**config.mk**
```make
export PLATFORM = sky130hd
export DESIGN_NAME = input_debouncer
export DESIGN_NICKNAME = d
export VERILOG_FILES = /design/src/rtl/input_debouncer_pkg.sv /design/src/rtl/input_debouncer_sync2.sv /design/src/rtl/input_debouncer.sv
export SDC_FILE = /design/constraint.sdc
export NUM_CORES = 1
export LEC_CHECK = 0
export ABC_CLOCK_PERIOD_IN_PS = 3500
export BUFFER_PORTS_ARGS = -buffer_cell sky130_fd_sc_hd__buf_2
export CAP_MARGIN = 30
export CORE_MARGIN = 2
export CORE_UTILIZATION = 57
export CTS_BUF_LIST = sky130_fd_sc_hd__clkbuf_16
export DETAILED_ROUTE_END_ITERATION = 16
export PLACE_DENSITY = 0.88
export SYNTH_ARGS = -nofsm -noshare
export SYNTH_HDL_FRONTEND = slang
export SYNTH_HIERARCHICAL = 1
export SYNTH_SLANG_ARGS = --single-unit
```
**constraint.sdc**
```tcl
create_clock -name clk -period 3.5 [get_ports clk]
set_clock_uncertainty 0.05 [all_clocks]
set_input_delay 0.525 -clock clk [delete_from_list [all_inputs] [get_ports clk]]
set_output_delay 0.525 -clock clk [all_outputs]
set_load 0.05 [all_outputs]
```
**src/rtl/input_debouncer_pkg.sv**
```systemverilog
// Shared definitions for the debounced-input conditioner: nibble width,
// default qualification length and reset value, FSM state encoding and
// the packed nibble payload that drives {a,b,c,d}.
package input_debouncer_pkg;

  localparam int unsigned NIBBLE_W = 4;

  // Defaults reused by any debounced input built on this block.
  localparam int unsigned          DEF_STABLE_CYCLES = 4;
  localparam logic [NIBBLE_W-1:0]  DEF_RESET_VAL     = 4'b0000;

  typedef enum logic {
    ST_IDLE  = 1'b0,
    ST_CHECK = 1'b1
  } state_e;

  // Bit order matches the raw nibble: bit3 -> a ... bit0 -> d.
  typedef struct packed {
    logic a;
    logic b;
    logic c;
    logic d;
  } nibble_t;

  // Counter width able to hold 0..n.
  function automatic int unsigned cnt_width(input int unsigned n);
    return $clog2(n + 1);
  endfunction

endpackage

```
**src/rtl/input_debouncer_sync2.sv**
```systemverilog
// Two-flop synchroniser, one pair of flops per bit.
// Ports:
//   clk, rst_n : clock and asynchronous active-low reset
//   d_i        : asynchronous input bus
//   q_o        : synchronised bus (second stage)
module input_debouncer_sync2 #(
  parameter int unsigned          WIDTH     = 4,
  parameter logic [WIDTH-1:0]     RESET_VAL = '0
) (
  input  logic             clk,
  input  logic             rst_n,
  input  logic [WIDTH-1:0] d_i,
  output logic [WIDTH-1:0] q_o
);

  logic [WIDTH-1:0] s1_q;
  logic [WIDTH-1:0] s2_q;

  // Both stages load the reset value so no spurious edge leaves reset.
  always_ff @(posedge clk or negedge rst_n) begin
    if (!rst_n) begin
      s1_q <= RESET_VAL;
      s2_q <= RESET_VAL;
    end else begin
      s1_q <= d_i;
      s2_q <= s1_q;
    end
  end

  assign q_o = s2_q;

endmodule

```
**src/rtl/input_debouncer.sv**
```systemverilog
// Four-bit input conditioner: synchronises a bouncing nibble and accepts a
// new value only after it has been seen unchanged for STABLE_CYCLES clocks.
// Ports:
//   clk, rst_n     : clock and asynchronous active-low reset
//   raw[3:0]       : unsynchronised nibble (bit3 -> a ... bit0 -> d)
//   a, b, c, d     : debounced stable nibble (registered)
//   changed        : one-cycle strobe coincident with a new {a,b,c,d}
//   busy           : candidate under qualification (decoded from state)
module input_debouncer
  import input_debouncer_pkg::*;
#(
  parameter int unsigned         STABLE_CYCLES = DEF_STABLE_CYCLES,
  parameter logic [NIBBLE_W-1:0] RESET_VAL     = DEF_RESET_VAL
) (
  input  logic                clk,
  input  logic                rst_n,
  input  logic [NIBBLE_W-1:0] raw,
  output logic                a,
  output logic                b,
  output logic                c,
  output logic                d,
  output logic                changed,
  output logic                busy
);

  localparam int unsigned      CNT_W    = cnt_width(STABLE_CYCLES);
  localparam logic [CNT_W-1:0] CNT_ONE  = CNT_W'(1);
  localparam logic [CNT_W-1:0] CNT_LAST = CNT_W'(STABLE_CYCLES - 1);

  if (STABLE_CYCLES < 2 || STABLE_CYCLES > 255) begin : g_bad_param
    $error("input_debouncer: STABLE_CYCLES must be in 2..255");
  end

  logic [NIBBLE_W-1:0] sync;
  state_e              state_q,   state_d;
  nibble_t             stable_q,  stable_d;
  logic [NIBBLE_W-1:0] cand_q,    cand_d;
  logic [CNT_W-1:0]    cnt_q,     cnt_d;
  logic                changed_q, changed_d;

  input_debouncer_sync2 #(
    .WIDTH     (NIBBLE_W),
    .RESET_VAL (RESET_VAL)
  ) u_sync2 (
    .clk   (clk),
    .rst_n (rst_n),
    .d_i   (raw),
    .q_o   (sync)
  );

  // State, candidate, counter and output registers.
  always_ff @(posedge clk or negedge rst_n) begin
    if (!rst_n) begin
      state_q   <= ST_IDLE;
      stable_q  <= nibble_t'(RESET_VAL);
      cand_q    <= RESET_VAL;
      cnt_q     <= '0;
      changed_q <= 1'b0;
    end else begin
      state_q   <= state_d;
      stable_q  <= stable_d;
      cand_q    <= cand_d;
      cnt_q     <= cnt_d;
      changed_q <= changed_d;
    end
  end

  // Next-state logic; CHECK conditions are evaluated in priority order.
  always_comb begin
    state_d   = state_q;
    stable_d  = stable_q;
    cand_d    = cand_q;
    cnt_d     = cnt_q;
    changed_d = 1'b0;
    case (state_q)
      ST_IDLE: begin
        if (sync != NIBBLE_W'(stable_q)) begin
          cand_d  = sync;
          cnt_d   = CNT_ONE;
          state_d = ST_CHECK;
        end
      end
      ST_CHECK: begin
        if (sync == NIBBLE_W'(stable_q)) begin
          // Input bounced back to the accepted value.
          cnt_d   = '0;
          state_d = ST_IDLE;
        end else if (sync != cand_q) begin
          // Different non-stable value: restart qualification on it.
          cand_d = sync;
          cnt_d  = CNT_ONE;
        end else if (cnt_q == CNT_LAST) begin
          stable_d  = nibble_t'(cand_q);
          changed_d = 1'b1;
          cnt_d     = '0;
          state_d   = ST_IDLE;
        end else begin
          cnt_d = cnt_q + CNT_ONE;
        end
      end
      default: begin
        state_d = ST_IDLE;
        cnt_d   = '0;
      end
    endcase
  end

  assign a       = stable_q.a;
  assign b       = stable_q.b;
  assign c       = stable_q.c;
  assign d       = stable_q.d;
  assign changed = changed_q;
  assign busy    = (state_q == ST_CHECK);

endmodule

```
==> results.json, run 1 <==
{
  "clockBufferDepth": 2,
  "initialDrtViolationCount": 5,
  "max-slew-margin-rel_pct": 58.8,
  "die_area_sq_mm": 0.00184,
  "grt_max_degree": 22,
  "boundaryPins": 12,
  "rsz0062_at_grt": "no",
  "leakagePower_nw": 0.475,
  "critical-path-max-stage-delay_ps": 610,
  "crit_slowest_cell": "nor4_4",
  "synth_fp_nets": 66,
  "ys_seq_area_share_pct": 61.0,
  "crit_required_ps": 3590,
  "nets": 82,
  "stdcell_count": 90,
  "final_core_util_pct": 69.9,
  "clkLatencyLatePin_ps": 250,
  "cts_max_level": 1,
  "first_global_vias": 510,
  "top_layer": "met4",
  "portBuffers": 11,
  "die_w_um": 42.9,
  "synthCells": 59,
  "synthDistinctLibCells": 25,
  "crit_arrival_ps": 2100,
  "synth_compound_area_share_pct": 6.54,
  "synth-xor-area-share_pct": 5.09,
  "endpoint_kind": "register",
  "grt_pass1_wl_um": 2260,
  "syn-cell-area_sq_um": 861,
  "wl_met3_um": 61,
  "cp_max_fo": 10,
  "cap_violations": 0,
  "area_growth_pct": 18.0,
  "cts-root-buf": "clkbuf_16",
  "setup_tns_ps": 0,
  "via_count": 502,
  "synth_fa_ha_area_share_pct": 1.45,
  "diodes": 0,
  "track_usage_pct": 17.2,
  "synth_top_family_by_area": "simple AND/OR/NAND/NOR gates",
  "yosysWarnings": 6,
  "power_density_mw_per_mm2": 738,
  "timing.fmax_mhz": 496,
  "ant_nets": 0,
  "ir_drop_v": 0.000404,
  "viasPerCell": 5.58,
  "hold_viol_final": 0,
  "hp-class": "input port to asynchronous set/reset pin",
  "drc": 0,
  "mostFrequentLayoutCell": "dfrtp_1",
  "report.final.slew_viol_count": 0,
  "wl_per_cell_um": 14.3,
  "cts_setup_buffers": 0,
  "numCtsBuffers": 3,
  "met2_length_um": 590,
  "synthMuxAreaShare_pct": 10.5,
  "antenna_found_initial": 0,
  "crit_type": "register to register",
  "overflow": 0,
  "initial_core_util_pct": 59.2,
  "cts_tree": "yes",
  "status": "complete, no violations",
  "placed_area_sq_um": 936,
  "cts_resized": 0,
  "setup_viol": 0,
  "startpoint": "u_sync2/q_o[3]",
  "final_cell_mix": "dfrtp_1, buf_2, mux2_2",
  "core_sq_mm": 0.00145,
  "fillers": 108,
  "drive_gt1_share_pct": 37.8,
  "avgSynthCellArea_sq_um": 14.6,
  "synth-seq-cells": 21,
  "totalWireLength_um": 1290,
  "worst_setup_path_start_kind": "register",
  "die_h_um": 42.9,
  "rows": 14,
  "gp_congestion": 0.724,
  "report.power.total_mw": 0.749,
  "numClockSinks": 21,
  "post-route-min-period_ps": 2010,
  "dp.cells": 86,
  "postLayoutCellArea_sq_mm": 0.00102,
  "synth-simple-area-share_pct": 14.5,
  "regToRegStartpoint": "u_sync2/q_o[3]",
  "drtPass1Iterations": 4,
  "cts-hold-fix-buffers": 0,
  "clk_pin_slew_ps": 50,
  "hpwl_um": 891,
  "worstPathCellList": "xor2_1 -> nor4_4 -> o21bai_1 -> mux2_2",
  "met1_length_um": 608,
  "tightestPinTransition_ps": 613,
  "post-route-period-util_pct": 57.6
}
-- worst max-delay path, delay by kind of cell, from the launching register on --
family	cells	cell delay (ps)
xor gates and xnor gates	1	200
DFF	1	400
muxes	1	370
AOI/OAI and AO/OA	1	260
and+or+nand+nor	1	610
-- per-layer routing --
metal | global-route usage (%) | vias up
li1 | - | 238
met1 | 23.4 | 246
met2 | 24.5 | 14
met3 | 4.26 | 4
met4 | 10.6 | 0
met5 | 0 | -
-- per-stage QoR --
stage,hold WS [ps],setup WS (ps)
after floorplan,179,1410
after global placement,282,1530
after detailed placement,289,1490
after CTS,178,1470
after global routing,216,1370
final,173,1490
-- power by group --
part / switching, mW / internal, mW
clock: 0.0804 / 0.153
sequential: 0.0312 / 0.280
combinational: 0.133 / 0.0710
total: 0.245 / 0.504
-- flip-flops by register name (all words and copies together) (netlist names) --
signal	flops
d	1
u_sync2/q_o	4
cnt_q	3
changed	1
c	1
cand_q	4
busy	1
b	1
u_sync2/s1_q	4
a	1
-- synth_stat cells --
master / instances / area (sq um)
dfrtp_1: 21 / 526
mux2_2: 8 / 90.1
xor2_1: 5 / 43.8
inv_1: 2 / 7.51
nand2b_1: 2 / 12.5
nor4_4: 2 / 42.5
a2111o_1: 1 / 11.3
and2_1: 1 / 6.26
and2b_2: 1 / 8.76
ha_1: 1 / 12.5
nand2_1: 1 / 3.75
nand3b_1: 1 / 7.51
nor2_1: 1 / 3.75
nor2b_1: 1 / 6.26
nor2b_2: 1 / 8.76
nor3_1: 1 / 5.00
nor4_1: 1 / 6.26
o2111ai_1: 1 / 8.76
o21a_1: 1 / 7.51
o21ai_0: 1 / 5.00
o21bai_1: 1 / 7.51
o31a_1: 1 / 8.76
o31ai_1: 1 / 7.51
or2_2: 1 / 6.26
or2b_1: 1 / 7.51
-- cell type report --
cell class                      count  area, sq um  share of cell area [%]
Tap cell                           16         20.0                    1.97
Clock buffer                        3         75.1                    7.39
Multi-Input combinational cell     36          328                    32.3
Clock inverter                      1         5.00                   0.493
Inverter                            2         7.51                   0.739
Timing Repair Buffer               11         55.1                    5.42
Sequential cell                    21          526                    51.7
-- cell families after synthesis --
kind of cell               count (synthesis)
AOI/OAI and AO/OA                          7
xor gates and xnor gates                   5
adders and majority gates                  1
buffers and inverters                      2
DFF                                       21
muxes                                      8
and+or+nand+nor                           15
-- worst paths after layout --
check	to	slack [ps]	depth (start not counted)
worst min-delay path	cnt_q[2]	170	1
worst min register to register	u_sync2/q_o[2]	300	0
max in group asynchronous	cand_q[1]	2900	1
worst max-delay path	cand_q[1]	1490	4
min in group clk	u_sync2/q_o[2]	300	0
worst max register to register	cand_q[1]	1490	4
Note: power is estimated with default switching activity, not from simulation.
==> inputs of run 2 (changes only) <==
--- a/config.mk
+++ b/config.mk
@@ -5,14 +5,14 @@
 export SDC_FILE = /design/constraint.sdc
 export NUM_CORES = 1
 export LEC_CHECK = 0
-export ABC_CLOCK_PERIOD_IN_PS = 3500
+export ABC_CLOCK_PERIOD_IN_PS = 1800
 export BUFFER_PORTS_ARGS = -buffer_cell sky130_fd_sc_hd__buf_2
 export CAP_MARGIN = 30
 export CORE_MARGIN = 2
-export CORE_UTILIZATION = 57
+export CORE_UTILIZATION = 48
 export CTS_BUF_LIST = sky130_fd_sc_hd__clkbuf_16
 export DETAILED_ROUTE_END_ITERATION = 16
-export PLACE_DENSITY = 0.88
+export PLACE_DENSITY = 0.8
 export SYNTH_ARGS = -nofsm -noshare
 export SYNTH_HDL_FRONTEND = slang
 export SYNTH_HIERARCHICAL = 1
==> constraint.sdc (replaced) <==
create_clock -name clk -period 1.8 [get_ports clk]
set_clock_uncertainty 0.05 [all_clocks]
set_input_delay 0.27 -clock clk [delete_from_list [all_inputs] [get_ports clk]]
set_output_delay 0.27 -clock clk [all_outputs]
set_load 0.05 [all_outputs]
==> run 2 against run 1 <==
Net effect: critical endpoint is now cand_q[3]; cell area increased by 23%; clock power grew 94%; total power grew 120%; non-clock buffer count up 17; the run now ends with negative setup slack left; sequential power up 98%; critical path depth rose by 1; core utilization increased by 3.2 points.
==> results.json, run 2 (synthesis results as in run 1) <==
{
  "drc": 0,
  "worstRegToRegCells": 5,
  "cts_max_level": 1,
  "top_layer": "met4",
  "tightestPinTransition_ps": 458,
  "core_sq_mm": 0.00171,
  "final_cell_mix": "dfrtp_1, buf_4, buf_2",
  "leakagePower_nw": 0.580,
  "timing.fmax_mhz": 544,
  "fin_ws_ps": -38.2,
  "track_usage_pct": 17.5,
  "post-route-period-util_pct": 102,
  "hp-start": "raw[2]",
  "crit_type": "register to register",
  "hp-class": "input port to register",
  "critical-path-max-stage-delay_ps": 430,
  "violations": "negative setup slack",
  "grt_pass1_wl_um": 2450,
  "initialDrtViolationCount": 5,
  "ir_drop_v": 0.000740,
  "totalWireLength_um": 1620,
  "cts-root-buf": "clkbuf_16",
  "min_to": "u_sync2/s1_q[2]",
  "status": "finished with violations",
  "wl_per_cell_um": 14.0,
  "die_h_um": 46.4,
  "cts_tree": "yes",
  "viasPerCell": 4.85,
  "numClockSinks": 21,
  "crit_slowest_cell": "a2111o_1",
  "die_area_sq_mm": 0.00215,
  "crit_arrival_ps": 1920,
  "portBuffers": 11,
  "die_w_um": 46.4,
  "clkLatencyLatePin_ps": 250,
  "final_core_util_pct": 73.1,
  "drtPass1Iterations": 4,
  "fillers": 105,
  "via_count": 563,
  "met2_length_um": 866,
  "initial_core_util_pct": 50.4,
  "crit_required_ps": 1890,
  "holdPathStages": 1,
  "diodes": 0,
  "first_global_vias": 555,
  "gp_congestion": 0.743,
  "overflow": 0,
  "boundaryPins": 12,
  "grt_max_degree": 22,
  "regToRegSetupSlack_ps": -40,
  "area_growth_pct": 45.1,
  "report.final.slew_viol_count": 0,
  "max-slew-margin-rel_pct": 69.5,
  "numCtsBuffers": 3,
  "clk_pin_slew_ps": 50,
  "mostFrequentLayoutCell": "dfrtp_1",
  "rsz0062_at_grt": "yes",
  "power_density_mw_per_mm2": 1320,
  "setup_viol": 7,
  "hpwl_um": 1050,
  "drive_gt1_share_pct": 59.3,
  "rows": 15,
  "nets": 99,
  "antenna_found_initial": 0,
  "regToRegStartpoint": "cand_q[2]",
  "endpoint_kind": "register",
  "post-route-min-period_ps": 1840,
  "dp_slack_ps": -120,
  "clockBufferDepth": 2,
  "ant_nets": 0,
  "timing.rr.end": "cand_q[3]",
  "cp_max_fo": 3,
  "critical_path.top_delay_family": "compound AO/OA/AOI/OAI gates",
  "crit_buf_inv": 1,
  "wl_met3_um": 45,
  "hold_viol_final": 0,
  "worstPathCellList": "xor2_1 -> a2111o_1 -> buf_6 -> o21bai_4 -> mux2_4",
  "cap_violations": 0,
  "met1_length_um": 685,
  "worst_setup_path_start_kind": "register"
}
## run 2: cell types whose count changed in the layout (fill, tap and decap cells not counted), sizes merged
cell / previous run / this run
dlygate4sd3: 0 / 1
inv: 2 / 3
buf: 11 / 27
clkinv: 1 / 0
## run 2: worst register-to-register path, stage by stage (launching register included)
cell and delay, ps:
dfrtp_1 410, xor2_1 150, a2111o_1 430, buf_6 160
o21bai_4 190, mux2_4 320
## run 2: cell type report
type	instances	area (sq um)	share of cell area [%]
Tap cell	25	31.3	2.51
Clock inverter	1	3.75	0.301
Sequential cell	21	533	42.7
Inverter	2	7.51	0.601
Multi-Input combinational cell	36	405	32.5
Clock buffer	3	75.1	6.01
Timing Repair Buffer	28	193	15.4
## run 2: routing by layer
layer	track usage, %	vias to the layer above
li1	-	268
met1	19.6	280
met2	29.4	11
met3	3.53	4
met4	12.0	0
met5	0	-
## run 2: stage by stage
step | instances | instance area (sq um) | setup TNS [ps] | power, mW | hold slack, ps
3_5_place_dp | 102 | 1040 | -557 | 1.10 | 195
2_1_floorplan | 59 | 900 | -481 | 0.954 | -75.6
5_1_grt | 116 | 1250 | -633 | 1.72 | 65.2
4_1_cts | 115 | 1210 | -437 | 1.63 | 67.8
6_report | 116 | 1250 | -119 | 1.65 | 71.7
3_3_place_gp | 102 | 1040 | -306 | 1.08 | 188
## run 2: where the power goes
part | leakage (nW) | switching (mW) | total (mW) | internal, mW
Combinational | 0.291 | 0.314 | 0.577 | 0.263
Clock | 0.0423 | 0.158 | 0.454 | 0.296
Sequential | 0.247 | 0.0651 | 0.617 | 0.552
Total | 0.580 | 0.537 | 1.65 | 1.11
## run 2: timing repair
action                                  in CTS  in global routing
setup buffers                                8                  1
hold endpoints to repair                    21                  0
gates resized for setup                      6                  6
pin swaps                                    3                  5
endpoints found under the setup margin       8                 10
hold buffers                                 1                  0
## run 2: how the worst max path moves through the flow
stage                         startpoint         to  slack, ps  depth (start not counted)
after CTS                 u_sync2/q_o[3]          b        -80                          5
after global routing           cand_q[2]  cand_q[3]        -80                          5
after floorplan                        a  cand_q[0]       -160                          4
after global placement         cand_q[2]          a        -80                          4
final                          cand_q[2]  cand_q[3]        -40                          5
after detailed placement       cand_q[2]          a       -120                          4
==> inputs of run 3 (changes only) <==
--- a/config.mk
+++ b/config.mk
@@ -8,8 +8,10 @@
 export ABC_CLOCK_PERIOD_IN_PS = 1800
 export BUFFER_PORTS_ARGS = -buffer_cell sky130_fd_sc_hd__buf_2
 export CAP_MARGIN = 30
+export CELL_PAD_IN_SITES_DETAIL_PLACEMENT = 2
+export CELL_PAD_IN_SITES_GLOBAL_PLACEMENT = 2
 export CORE_MARGIN = 2
-export CORE_UTILIZATION = 48
+export CORE_UTILIZATION = 34
 export CTS_BUF_LIST = sky130_fd_sc_hd__clkbuf_16
 export DETAILED_ROUTE_END_ITERATION = 16
 export PLACE_DENSITY = 0.8
==> run 3 against run 2 <==
Net effect: the flow still finishes with violations (negative setup slack); critical endpoint is now c; worst setup slack lost 58 ps; register-to-register slack got worse by 60 ps; wire length rose by 23%; largest power group unchanged.
==> results.json, run 3 (synthesis results as in run 1) <==
{
  "status": "finished with violations",
  "violations": "negative setup slack",
  "holdPathStages": 1,
  "area_growth_pct": 47.4,
  "cp_max_fo": 5,
  "via_count": 572,
  "hp-start": "raw[3]",
  "die_area_sq_mm": 0.00295,
  "endpoint_kind": "register",
  "track_usage_pct": 14.6,
  "drtPass1Iterations": 4,
  "clockBufferDepth": 2,
  "hp-class": "input port to register",
  "cap_violations": 0,
  "post-route-min-period_ps": 1900,
  "dp.cells": 110,
  "cts_max_level": 1,
  "antenna_found_initial": 0,
  "drc": 0,
  "rows": 18,
  "die_w_um": 54.3,
  "regToRegStartpoint": "cand_q[3]",
  "initialDrtViolationCount": 3,
  "worstRegToRegCells": 5,
  "setup_tns_ps": -492,
  "mostFrequentLayoutCell": "dfrtp_1",
  "crit_buf_inv": 1,
  "crit_slowest_cell": "a2111o_1",
  "timing.fmax_mhz": 527,
  "wl_per_cell_um": 16.7,
  "nets": 98,
  "clkLatencyLatePin_ps": 250,
  "final_core_util_pct": 52.2,
  "worstPathCellList": "and2b_2 -> a2111o_1 -> nor4_4 -> buf_6 -> mux2_4",
  "crit_type": "register to register",
  "placed_area_sq_mm": 0.00107,
  "crit_required_ps": 1880,
  "core_sq_mm": 0.00243,
  "totalWireLength_um": 2010,
  "numClockSinks": 21,
  "min_to": "u_sync2/s1_q[3]",
  "stdcell_count": 120,
  "fin_ws_ps": -96.1,
  "max-slew-margin-rel_pct": 67.4,
  "overflow": 0,
  "final_cell_mix": "dfrtp_1, buf_2, buf_4",
  "viasPerCell": 4.77,
  "diodes": 0,
  "postLayoutCellArea_sq_mm": 0.00127,
  "ir_drop_v": 0.000819,
  "die_h_um": 54.3,
  "timing.rr.end": "c",
  "fin_hold_ws_ps": 70.4,
  "regToRegSetupSlack_ps": -100,
  "boundaryPins": 12,
  "report.power.total_mw": 1.67,
  "critical_path.top_delay_family": "simple AND/OR/NAND/NOR gates",
  "report.final.slew_viol_count": 0,
  "leakagePower_nw": 0.574,
  "setup_viol": 8,
  "drive_gt1_share_pct": 61.1,
  "gp_congestion": 0.702,
  "clk_pin_slew_ps": 60,
  "first_global_vias": 615,
  "crit_arrival_ps": 1980,
  "worst_setup_path_start_kind": "register",
  "rsz0062_at_grt": "yes",
  "numCtsBuffers": 3,
  "initial_core_util_pct": 35.4,
  "hpwl_um": 1360,
  "dp_slack_ps": -77.3,
  "power_density_mw_per_mm2": 1310,
  "cts_tree": "yes",
  "critical-path-max-stage-delay_ps": 420,
  "post-route-period-util_pct": 105,
  "ant_nets": 0,
  "grt_max_degree": 22,
  "tightestPinTransition_ps": 489,
  "cts-root-buf": "clkbuf_16",
  "grt_pass1_wl_um": 2930,
  "hold_viol_final": 0,
  "portBuffers": 11
}
run 3: what timing repair did:
action | CTS | global route
buffers inserted | 1 | 4
resized for setup | 1 | 15
hold buffers | 1 | 0
cloned | 0 | 0
pin swaps | 1 | 3
endpoints found under the setup margin | 9 | 10
endpoints found under the hold margin | 21 | 0
run 3: worst reg2reg max path, stage by stage, from the launching register on:
cell and delay (ps):
dfrtp_1 360, and2b_2 220, a2111o_1 420, nor4_4 250, buf_6 170, mux2_4 300
run 3: cell type report:
type / instances / area (sq um)
clock buffer: 3 / 75.1
fill: 236 / 1160
sequential: 21 / 533
tap: 30 / 37.5
timing repair buffer: 27 / 196
multi-input combinational: 36 / 414
clock inverter: 1 / 5.00
inverter: 2 / 7.51
run 3: routing by layer:
layer / track usage, % / vias up / share of wire [%] / routed length, um
li1: - / 266 / - / -
met1: 17.5 / 296 / 45 / 908
met3: 4.10 / 0 / 2.6 / 52
met2: 26.1 / 10 / 52 / 1050
met4: 2.50 / 0 / 0 / 0
met5: 0 / - / 0 / 0
run 3: how the worst max path moves through the flow:
stage	from	endpoint	cells after the start
4_1_cts	u_sync2/q_o[2]	c	5
3_5_place_dp	u_sync2/q_o[3]	cand_q[3]	5
2_1_floorplan	a	cand_q[0]	4
3_3_place_gp	u_sync2/q_o[2]	d	6
5_1_grt	cand_q[3]	a	5
6_report	cand_q[3]	c	5
run 3: where the power goes:
part / internal [mW] / leakage [nW] / switching (mW)
clock network: 0.298 / 0.0409 / 0.170
logic: 0.258 / 0.286 / 0.319
registers: 0.551 / 0.247 / 0.0703
